## src/rtl/lcd_stream_ctrl.sv

```systemverilog
// RGB565 stream-to-parallel-LCD timing controller: free-running h/v timing, frame-aligned start/stop, underflow flag.
// Optional colour-bar generator with a TestMode input when LCD_STREAM_TESTPAT_EN is defined.
module lcd_stream_ctrl #(
    parameter int H_PULSE  = 4,
    parameter int H_BP     = 43,
    parameter int H_ACTIVE = 480,
    parameter int H_FP     = 8,
    parameter int V_PULSE  = 4,
    parameter int V_BP     = 12,
    parameter int V_ACTIVE = 272,
    parameter int V_FP     = 8
) (
    input  logic        PixelClk,
    input  logic        RST,
`ifdef LCD_STREAM_TESTPAT_EN
    input  logic        TestMode,
`endif
    input  logic        Enable,
    input  logic        PIX_VALID,
    input  logic [15:0] PIX_DATA,
    output logic        PIX_READY,
    output logic        SOF,
    input  logic        CLR_ERR,
    output logic        UNDERFLOW,
    output logic        LCD_DE,
    output logic        LCD_HSYNC,
    output logic        LCD_VSYNC,
    output logic [4:0]  LCD_R,
    output logic [5:0]  LCD_G,
    output logic [4:0]  LCD_B
);

    localparam logic [15:0] H_TOTAL     = 16'(H_PULSE + H_BP + H_ACTIVE + H_FP);
    localparam logic [15:0] H_SYNC_END  = 16'(H_PULSE);
    localparam logic [15:0] H_ACT_START = 16'(H_PULSE + H_BP);
    localparam logic [15:0] H_ACT_END   = 16'(H_PULSE + H_BP + H_ACTIVE);
    localparam logic [15:0] V_TOTAL     = 16'(V_PULSE + V_BP + V_ACTIVE + V_FP);
    localparam logic [15:0] V_SYNC_END  = 16'(V_PULSE);
    localparam logic [15:0] V_ACT_START = 16'(V_PULSE + V_BP);
    localparam logic [15:0] V_ACT_END   = 16'(V_PULSE + V_BP + V_ACTIVE);

    typedef enum logic [1:0] {IDLE, WAIT_SOF, STREAM, DRAIN} state_t;

    state_t      state_q, state_d;
    logic [15:0] h_q, h_d, v_q, v_d;
    logic [15:0] rgb_q, rgb_d;
    logic        sof_q, sof_d;
    logic        de_q, de_d;
    logic        hsync_q, hsync_d;
    logic        vsync_q, vsync_d;
    logic        underflow_q, underflow_d;
    logic        h_last, v_last, streaming, in_active, pix_ready;

    always_comb begin
        h_last    = (h_q == H_TOTAL - 16'd1);
        v_last    = (v_q == V_TOTAL - 16'd1);
        streaming = (state_q == STREAM) || (state_q == DRAIN);
        in_active = (h_q >= H_ACT_START) && (h_q < H_ACT_END) &&
                    (v_q >= V_ACT_START) && (v_q < V_ACT_END);
    end

`ifdef LCD_STREAM_TESTPAT_EN
    localparam logic [15:0] BAR_W = (H_ACTIVE / 8 < 1) ? 16'd1 : 16'(H_ACTIVE / 8);

    logic [15:0] bar_x, bar_idx, bar_rgb;

    always_comb begin
        bar_x   = h_q - H_ACT_START;
        bar_idx = bar_x / BAR_W;
        // Any remainder pixels past the eighth bar fall into the black bar.
        case (bar_idx)
            16'd0:   bar_rgb = 16'hFFFF;
            16'd1:   bar_rgb = 16'hFFE0;
            16'd2:   bar_rgb = 16'h07FF;
            16'd3:   bar_rgb = 16'h07E0;
            16'd4:   bar_rgb = 16'hF81F;
            16'd5:   bar_rgb = 16'hF800;
            16'd6:   bar_rgb = 16'h001F;
            default: bar_rgb = 16'h0000;
        endcase
    end

    assign pix_ready = streaming && in_active && !TestMode;
`else
    assign pix_ready = streaming && in_active;
`endif

    always_comb begin
        state_d = state_q;
        case (state_q)
            IDLE:     if (Enable) state_d = WAIT_SOF;
            WAIT_SOF: if (h_q == 16'd0 && v_q == 16'd0) state_d = STREAM;
            STREAM:   if (!Enable) state_d = DRAIN;
            DRAIN:    if (h_last && v_last) state_d = Enable ? STREAM : IDLE;
            default:  state_d = IDLE;
        endcase

        if (state_q == IDLE) begin
            h_d = 16'd0;
            v_d = 16'd0;
        end else begin
            h_d = h_last ? 16'd0 : h_q + 16'd1;
            v_d = v_q;
            if (h_last) v_d = v_last ? 16'd0 : v_q + 16'd1;
        end

        // SOF is registered by looking one cycle ahead at the next counter/state values.
        sof_d   = (state_d != IDLE) && (h_d == 16'd0) && (v_d == 16'd0);
        hsync_d = !((state_q != IDLE) && (h_q < H_SYNC_END));
        vsync_d = !((state_q != IDLE) && (v_q < V_SYNC_END));
        de_d    = streaming && in_active;

        rgb_d = 16'h0000;
        if (pix_ready && PIX_VALID) rgb_d = PIX_DATA;
`ifdef LCD_STREAM_TESTPAT_EN
        if (TestMode && streaming && in_active) rgb_d = bar_rgb;
`endif

        underflow_d = underflow_q;
        if (pix_ready && !PIX_VALID) underflow_d = 1'b1;
        else if (CLR_ERR)            underflow_d = 1'b0;
    end

    always_ff @(posedge PixelClk or posedge RST) begin
        if (RST) begin
            state_q     <= IDLE;
            h_q         <= 16'd0;
            v_q         <= 16'd0;
            rgb_q       <= 16'h0000;
            sof_q       <= 1'b0;
            de_q        <= 1'b0;
            hsync_q     <= 1'b1;
            vsync_q     <= 1'b1;
            underflow_q <= 1'b0;
        end else begin
            state_q     <= state_d;
            h_q         <= h_d;
            v_q         <= v_d;
            rgb_q       <= rgb_d;
            sof_q       <= sof_d;
            de_q        <= de_d;
            hsync_q     <= hsync_d;
            vsync_q     <= vsync_d;
            underflow_q <= underflow_d;
        end
    end

    assign PIX_READY = pix_ready;
    assign SOF       = sof_q;
    assign UNDERFLOW = underflow_q;
    assign LCD_DE    = de_q;
    assign LCD_HSYNC = hsync_q;
    assign LCD_VSYNC = vsync_q;
    assign LCD_R     = rgb_q[15:11];
    assign LCD_G     = rgb_q[10:5];
    assign LCD_B     = rgb_q[4:0];

endmodule

```

## config.mk

```make
export PLATFORM = sky130hd
export DESIGN_NAME = lcd_stream_ctrl
export DESIGN_NICKNAME = d
export VERILOG_FILES = /design/src/rtl/lcd_stream_ctrl.sv
export SDC_FILE = /design/constraint.sdc
export NUM_CORES = 1
export LEC_CHECK = 0
export ABC_AREA = 1
export BUFFER_PORTS_ARGS = -buffer_cell sky130_fd_sc_hd__buf_4
export CORE_MARGIN = 4
export CORE_UTILIZATION = 30
export DETAILED_ROUTE_END_ITERATION = 8
export HOLD_SLACK_MARGIN = 0.05
export PLACE_DENSITY = 0.58
export REMOVE_ABC_BUFFERS = 1
export SLEW_MARGIN = 20
export SYNTH_ARGS = -nofsm -noshare
export SYNTH_HDL_FRONTEND = slang
export SYNTH_SLANG_ARGS = --single-unit
export TNS_END_PERCENT = 50
```

## constraint.sdc

```tcl
create_clock -name PixelClk -period 1.75 [get_ports PixelClk]
set_input_delay 0.175 -clock PixelClk [delete_from_list [all_inputs] [get_ports PixelClk]]
set_output_delay 0.175 -clock PixelClk [all_outputs]
set_load 0.02 [all_outputs]
```

# After elaboration in Yosys (flattened, before gate mapping)
# Cells that the tools add are included.
# totals
register_bits,55
out_inout_bits,22
elab_cells,60
# classes
add_sub_neg,2
magnitude_cmp,6
n_eq_ne,5
mux,14
n_reduce_logical,24
# ops
operator,count
16-bit 2-to-1 mux,6
16-bit logical NOT,4
"16-bit by 1-bit adder with 16-bit output, second input constant",2
"16-bit by 3-bit less-than comparator with 1-bit output, second input constant",2
"16-bit by 10-bit == test with 1-bit output, second input constant",1
"16-bit by 9-bit == test with 1-bit output, second input constant",1
"16-bit by 5-bit greater-or-equal comparator with 1-bit output, second input constant",1
"16-bit by 6-bit greater-or-equal comparator with 1-bit output, second input constant",1
"16-bit by 10-bit less-than comparator with 1-bit output, second input constant",1
"16-bit by 9-bit less-than comparator with 1-bit output, second input constant",1
1-bit logical AND,12
2-bit 2-to-1 mux,5
2-bit one-hot mux with 4 select lines,1
2-bit nonzero test,3
"2-bit == test, second input constant",2
1-bit logical NOT,3
"2-bit by 1-bit == test with 1-bit output, second input constant",1
2-bit logical NOT,1
1-bit 2-to-1 mux,2
1-bit logical OR,1

# Depth between registers and ports, before layout
# Gate-level depths: netlist of the first run.
# logic_depth
ltp_word,7
depth_mapped,15
ltp_nobuf,14

# Least setup slack after synthesis of the first run
# OpenSTA, ideal clock, no wires.
# synth_timing
path_type,reg2reg
from,register h_q[0]
to,register rgb_q[10]
setup_time_ps,71
arrival_ps,1625
t_required_ps,1679
slack_ps,54
stages_incl_launch_ff,10
n_path_buf,1
period_less_slack_ps,1696
path_cell_list,dfrtp_1 > ha_1 > nand2_2 > nor2_4 > o31ai_1 > nand3_1 > inv_1 > nand2_2 > buf_4 > nor2_1
# synth_between
elab_chain_cells,7
# synth_lines
element,line_no,rtl
start: declaration,45,"logic [15:0] h_q, h_d, v_q, v_d;"
start signal: assignment,127,h_q <= 16'd0;
start signal: assignment,137,h_q <= h_d;
16-bit by 6-bit greater-or-equal comparator with 1-bit output or 16-bit by 10-bit less-than comparator with 1-bit output (tied branches),58,in_active = (h_q >= H_ACT_START) && (h_q < H_ACT_END) &&
1-bit logical AND * (2 in series),58,
1-bit logical AND *,59,(v_q >= V_ACT_START) && (v_q < V_ACT_END);
1-bit logical AND *,85,assign pix_ready = streaming && in_active;
net PIX_READY,21,"output logic PIX_READY,"
1-bit logical AND *,114,if (pix_ready && PIX_VALID) rgb_d = PIX_DATA;
16-bit 2-to-1 mux *,114,
net rgb_d[10],46,"logic [15:0] rgb_q, rgb_d;"
end signal: assignment,139,rgb_q <= rgb_d;
end: declaration,46,
# Mark *: on every way through the listed nets, which the timed path passes. The rest lies on a longest branch.
# A chain may end at the register's enable or synchronous reset.

# Worst setup path in the final report of the first run
# layout_timing
from,register v_q[0]
to,register sof_q (netlist: SOF)
# layout_between
elab_chain_cells,7
# layout_lines
element,line_no,rtl
start: declaration,45,
start signal: assignment,138,v_q <= v_d;
"parallel branches: the longest is 6 deep, another holds 16-bit by 1-bit adder with 16-bit output",n/a,
1-bit logical AND *,108,sof_d = (state_d != IDLE) && (h_d == 16'd0) && (v_d == 16'd0);
net sof_d,47,"logic sof_q, sof_d;"
end signal: assignment,130,sof_q <= 1'b0;
end signal: assignment,140,sof_q <= sof_d;
end: declaration,47,
# Mark *: on every way through the listed nets, which the timed path passes.

==> results of run 1 <==
[critical path: cells and delay by family (launching register included)]
family | cells | cell delay, ns
DFF | 1 | 0.42
and+or+nand+nor | 10 | 1.16
adders and majority gates | 1 | 0.25
[cell families (layout without fill, tap and decap cells)]
group	Yosys count	after routing	share of synthesized area [%]
AND/OR/NAND/NOR	309	309	40.3
buffers and inverters	105	243	12.7
adder cells (fa/ha/maj)	5	5	1.89
XOR/XNOR	5	5	1.32
flip-flops	55	55	41.6
AO/OA/AOI/OAI	13	13	2.23
[power by group through the flow]
stage / Combinational [W] / Clock, W / Sequential [W]
floorplan: 0.0000268 / 0 / 0.00130
global placement: 0.0000750 / 0 / 0.00129
detailed placement: 0.0000766 / 0 / 0.00129
CTS: 0.0000815 / 0.000830 / 0.00127
global route: 0.0000952 / 0.000874 / 0.00127
finish: 0.0000818 / 0.000796 / 0.00127
[stage by stage]
step	area (µm²)	hold slack [ns]
6_report	4890	0.0659
5_1_grt	4890	0.0559
4_1_cts	4590	0.0504
3_5_place_dp	4350	0.190
3_3_place_gp	4350	0.182
2_1_floorplan	3250	0.275
[flip-flops by register name, indices dropped and copies added, names as in the netlist]
register,cells
LCD_DE,1
LCD_HSYNC,1
LCD_VSYNC,1
SOF,1
UNDERFLOW,1
h_q,16
rgb_q,16
state_q,2
v_q,16
[final cells by class]
type | count | share of cell area [%]
inverter | 96 | 7.37
sequential | 55 | 28.2
multi-input combinational | 332 | 35.0
timing repair buffer | 139 | 23.8
clock buffer | 5 | 1.41
tap | 140 | 3.58
clock inverter | 3 | 0.639
[layer usage]
layer	global-route usage [%]	up-vias	wire (µm)
met5	0	-	0
met4	4.81	0	127
met3	2.25	10	412
met2	25.4	87	4880
met1	18.8	1618	4120
li1	-	1773	-
[how the worst max path moves through the flow]
stage	start	endpoint	slack, ns	depth (start not counted)
finish	v_q[0]	SOF	-0.14	11
floorplan	state_q[1]	SOF	-0.06	10
global placement	v_q[10]	rgb_q[6]	-0.1	9
CTS	h_q[0]	PIX_READY	-0.20	8
global route	h_q[11]	SOF	-0.33	13
detailed placement	v_q[10]	rgb_q[15]	-0.14	9
[cells in the final DEF, fill, tap and decap left out, types with 3 or more instances in the layout]
| cell type | count |
|---|---|
| buf_12 | 4 |
| buf_4 | 119 |
| buf_6 | 11 |
| clkbuf_8 | 5 |
| dfrtp_1 | 51 |
| dlygate4sd3_1 | 4 |
| ha_1 | 3 |
| inv_1 | 88 |
| inv_2 | 8 |
| nand2_1 | 120 |
| nand2_2 | 7 |
| nand3_1 | 46 |
| nand3_2 | 15 |
| nand4_1 | 14 |
| nor2_1 | 78 |
| nor2_2 | 8 |
| nor2_4 | 7 |
| nor3_1 | 7 |
| o21ai_1 | 5 |
| xor2_1 | 3 |
[timing repair]
action,4_1_cts,5_1_grt
setup buffers,6,10
gates cloned,0,1
endpoints found under the setup margin,19,35
pin swaps,4,27
resized for setup,16,54
hold buffers,2,2
hold endpoints to repair,18,2
==> flow_summary.toml, run 1 <==
[route]
final_antenna_net_count = 0
drt_iter0_drc = 200
avgRoutedWirePerCell_um = 12.4
drc = 0
first_pass_iters = 4
wirelength_um = 9550
vias = 3488
vias_per_cell = 4.53

[pwr]
pwr-share-clk_pct = 37.0
switching_power_w = 0.000530
power_leakage_nw = 2.74
pwr-share-seq_pct = 59.1
power.density_nw_per_um2 = 439
p_int_w = 0.00162
ir_worst_vdd_uv = 309
p_total_w = 0.00215
power_frac_comb_pct = 3.8
p_sw_share_pct = 24.7

[logic_synthesis]
synth_edf_count = 0
synth_top_area_cell = "dfrtp_1"
ys_warn_count = 0
synth_top_area_share_pct = 40.0
synth_cell_type_count = 29
ys_top_cells_by_area = "dfrtp_1 40%, nand2_1 14%, inv_1 11%"
synth_cells = 492
synth_seq_cells = 55
avgSynthCellArea_um2 = 6.73
seq_area_frac_synth_pct = 41.6
synth.most_common_cell = "nand2_1"
synthFlopType = "dfrtp_1"
synth.cell_area_um2 = 3310
yosys-top-cells-count = "126 x nand2_1, 95 x inv_1, 89 x nor2_1"
synth_async_sr_flop_share_pct = 100

[job]
maxCapViolCount = 0

[layout]
areaGrowthSynthToFinish_pct = 47.7
fin_util_pct = 45.1
drive_gt1_share_pct = 31.7
fillers = 1068
fin_cells = 770
fin_nets = 655
multi_input_area_um2 = 1710
antenna_cells = 0
seqCellArea_um2 = 1380

[sta]
fin_crit_sh_pct = 108
finalSetupViolCount = 3
finClkSkew_ns = 0.00890
max_slew_margin_pct = 73.7
min_period_ns = 1.89
max_freq_ghz = 0.528
finalSetupTns_ns = -0.404
slew_viol_final = 0
worstMarginPinSlew_ns = 0.393
finalWorstSetupSlack_ns = -0.144
rsz0062_at_grt = "yes"
finalHoldViolCount = 0

[placed_design]
post-place-ws_ns = -0.144
placedCellCount = 741
place_congestion = 0.868
dp_hpwl_um = 7090
port_buffers = 42

[worst_setup_path]
r2r-start = "v_q[0]"
required_ns = 2.01
crit_slowest_cell = "dfrtp_1"
path_class = "flip-flop to flip-flop"
rr_endpoint = "SOF"
startpoint_type = "flip-flop"
slowest_delay_ns = 0.42
rr_worst_depth = 11
cp_max_fo = 4
rrSetupSlack_ns = -0.14
crit_chain = "ha_1 > nand2_1 > nor2_1 > nand2_1 > nor2_1 > nand3_1 > nand3_2 > nand3_2 > nor2_2 > nand2_1 > nor2_1"
crit_arrival_ns = 2.15
cp-end-kind = "flip-flop"

[floorplan]
die_x_um = 113
die_y_um = 113
io_pins = 43
start_util_pct = 30.6
core-area_um2 = 10800
die_area_um2 = 12800
rows = 38

[clock_tree]
cts_tree = "done"
cts_root_buffer = "clkbuf_8"
clockBufferDepth = 2
clock_sink_count = 55
cts_buffers = 5
h-tree-depth = 2
path_clk_slew_ns = 0.12
worstSkewPairLatency_ns = 0.32

[hold_path]
min_to = "rgb_q[0]"
hold_start = "PIX_DATA[0]"
hold_depth = 3
holdCritPathClass = "primary input to flip-flop"

[global_routing]
grt_pass1_vias = 3417
antenna_found_initial = 0
grt_util_all_layers_pct = 14.7
grt_max_degree = 39
grt_overflow = 0
grt_first_pass_wirelength_um = 15400

[outcome]
outcome = "finished with violations"
violations = "negative setup slack"
Note: power is estimated with default switching activity, not from simulation.
==> inputs of run 2 (changes only) <==
ABC_AREA = 0   (was 1)
BUFFER_PORTS_ARGS = -buffer_cell sky130_fd_sc_hd__buf_2   (was -buffer_cell sky130_fd_sc_hd__buf_4)
==> flow_summary.toml, run 2 <==
[logic_synthesis]
yosys-top-cells-count = "53 x dfrtp_1, 45 x nor2_1, 27 x nand2_1"
synth_edf_count = 0
synth_cells = 321
synth_top_family_by_area = "simple AND/OR/NAND/NOR gates"
synth.cell_area_um2 = 3050
ys_warn_count = 0
synth_seq_cells = 55
avgSynthCellArea_um2 = 9.50
ys_top_cells_by_area = "dfrtp_1 43%, nor2_1 5.5%, xnor2_1 5.5%"
synth_top_area_share_pct = 43.5
synth_async_sr_flop_share_pct = 100
synthFlopType = "dfrtp_1"
synth_top_area_cell = "dfrtp_1"
synth-simple-area-share_pct = 30.6
synth_xor_area_share_pct = 8.33
synthAdderAreaFrac_pct = 2.05
seq_area_frac_synth_pct = 45.2
synth-compound-area-share_pct = 7.75
synth.most_common_cell = "dfrtp_1"
synth_cell_type_count = 58
synthMuxAreaShare_pct = 1.35

[sta]
finalSetupViolCount = 38
finalHoldViolCount = 0
finalWorstSetupSlack_ns = -0.903
max_freq_ghz = 0.377
fin_crit_sh_pct = 152
slew_viol_final = 0
rsz0062_at_grt = "yes"
max_slew_margin_pct = 65.3
finClkSkew_ns = 0.0106
min_period_ns = 2.65
worstMarginPinSlew_ns = 0.519

[worst_setup_path]
path_class = "flip-flop to flip-flop"
crit_chain = "inv_2 > ha_4 > and4_4 > buf_4 > nand2_4 > nor3_1 > xnor2_1 > or4b_1 > a2111oi_2 > nor4b_2"
crit_slowest_cell = "or4b_1"
crit_arrival_ns = 2.89
cp-end-kind = "flip-flop"
cp_max_fo = 4
startpoint_type = "flip-flop"
required_ns = 1.98
slowest_delay_ns = 0.52
worst-path-buf-inv = 2
critPathTopFamily = "simple AND/OR/NAND/NOR gates"

[route]
drc = 0
avgRoutedWirePerCell_um = 15.6
vias_per_cell = 4.94
vias = 3028
first_pass_iters = 4
final_antenna_net_count = 0
drt_iter0_drc = 210
wirelength_um = 9560

[clock_tree]
clockBufferDepth = 2
h-tree-depth = 2
cts_buffers = 5
path_clk_slew_ns = 0.11
cts_tree = "done"
cts_root_buffer = "clkbuf_8"
clock_sink_count = 55
worstSkewPairLatency_ns = 0.32

[hold_path]
holdCritPathClass = "primary input to flip-flop"

[layout]
fin_nets = 505
multi_input_area_um2 = 1940
fin_cells = 613
fillers = 900
top_regs = "h_q x16, rgb_q x16, v_q x16"
areaGrowthSynthToFinish_pct = 61.2
seqCellArea_um2 = 1380
drive_gt1_share_pct = 52.7
antenna_cells = 0
final_common_cell = "buf_4"
fin_util_pct = 50.1
layout_common_cells = "99 x buf_4, 53 x dfrtp_1, 42 x buf_2"

[global_routing]
grt_overflow = 0
antenna_found_initial = 0
grt_util_all_layers_pct = 16.2
grt_max_degree = 36
grt_first_pass_wirelength_um = 15300
grt_pass1_vias = 3104

[pwr]
power.density_nw_per_um2 = 876
ir_worst_vdd_uv = 465
power_leakage_nw = 2.39

[placed_design]
port_buffers = 42
place_congestion = 0.840
dp_hpwl_um = 6370
placedCellCount = 582

[job]
maxCapViolCount = 0

[floorplan]
io_pins = 43
start_util_pct = 31.1
die_area_um2 = 11800
die_y_um = 109
die_x_um = 109
rows = 36
core-area_um2 = 9820

[outcome]
outcome = "finished with violations"
violations = "negative setup slack"
[run 2: cell types whose count changed in the layout (fill, tap and decap cells not counted), moves of 13 or more]
cell,previous run,this run
nand2_1,120,23
inv_1,88,10
buf_2,0,42
nor2_1,78,40
nand3_1,46,9
buf_4,119,99
xnor2_1,2,15
[run 2: per-layer routing]
metal	share of wire (%)	wire (µm)	GRT usage, %	up-vias
met3	5.1	485	3.67	27
met2	49	4640	26.2	90
li1	-	-	-	1449
met1	43	4130	21.2	1462
met5	0	0	0	-
met4	3.1	298	5.95	0
[run 2: cell type report]
type                            instances  share of cell area, %
Clock buffer                            5                   1.40
Clock inverter                          3                  0.560
Inverter                               13                   1.09
Multi-Input combinational cell        237                   39.5
Sequential cell                        55                   28.0
Tap cell                              133                   3.38
Timing Repair Buffer                  167                   26.1
[run 2: logic make-up (layout without fill, tap and decap cells)]
logic type	count (synthesis)	count (layout)
fa+ha+maj	5	5
buf+inv	29	188
mux	4	4
xor+xnor	29	29
flops	55	55
compound gates	34	34
simple gates	165	165
[run 2: worst paths after layout]
| path | startpoint | endpoint | slack (ns) | depth (start not counted) |
|---|---|---|---|---|
| max | h_q[0] | SOF | -0.90 | 10 |
| min | PIX_DATA[13] | rgb_q[13] | 0.09 | 2 |
| max reg2reg | h_q[0] | SOF | -0.90 | 10 |
| min reg2reg | UNDERFLOW | UNDERFLOW | 0.56 | 2 |
| max in group asynchronous | RST | v_q[6] | 0.78 | 4 |
| min in group asynchronous | RST | rgb_q[11] | 0.41 | 3 |
[run 2: per-stage QoR]
step	setup TNS (ns)	instance area [µm²]	hold WS, ns	setup WS [ns]	power, W
final	-11.65	4920	0.0915	-0.903	0.00431
after global routing	-14.55	4920	0.0928	-0.978	0.00455
after CTS	-10.50	4740	0.0874	-0.773	0.00406
after detailed placement	-13.98	4110	0.245	-0.944	0.00291
after global placement	-13.02	4110	0.229	-0.827	0.00289
after floorplan	-3.52	2960	0.264	-0.846	0.00227
[run 2: timing repair]
| item | 4_1_cts | 5_1_grt |
|---|---|---|
| setup buffers | 18 | 9 |
| endpoints found under the setup margin | 55 | 54 |
| cloned | 1 | 0 |
| pin swaps | 29 | 27 |
| endpoints found under the hold margin | 19 | 0 |
| gates resized for setup | 80 | 34 |
| hold buffers | 2 | 0 |
[run 2: worst reg2reg max path, cell delays in order (launching register included)]
cell and delay [ns]:
dfrtp_1 0.42, inv_2 0.09, ha_4 0.13, and4_4 0.24, buf_4 0.13, nand2_4 0.06
nor3_1 0.21, xnor2_1 0.20, or4b_1 0.52, a2111oi_2 0.33, nor4b_2 0.24
[run 2: power breakdown]
part	internal [W]	leakage, nW	total (W)	switching (W)
combinational	0.000984	1.60	0.00205	0.00107
sequential	0.00140	0.743	0.00148	0.0000833
clock	0.000298	0.0467	0.000779	0.000480
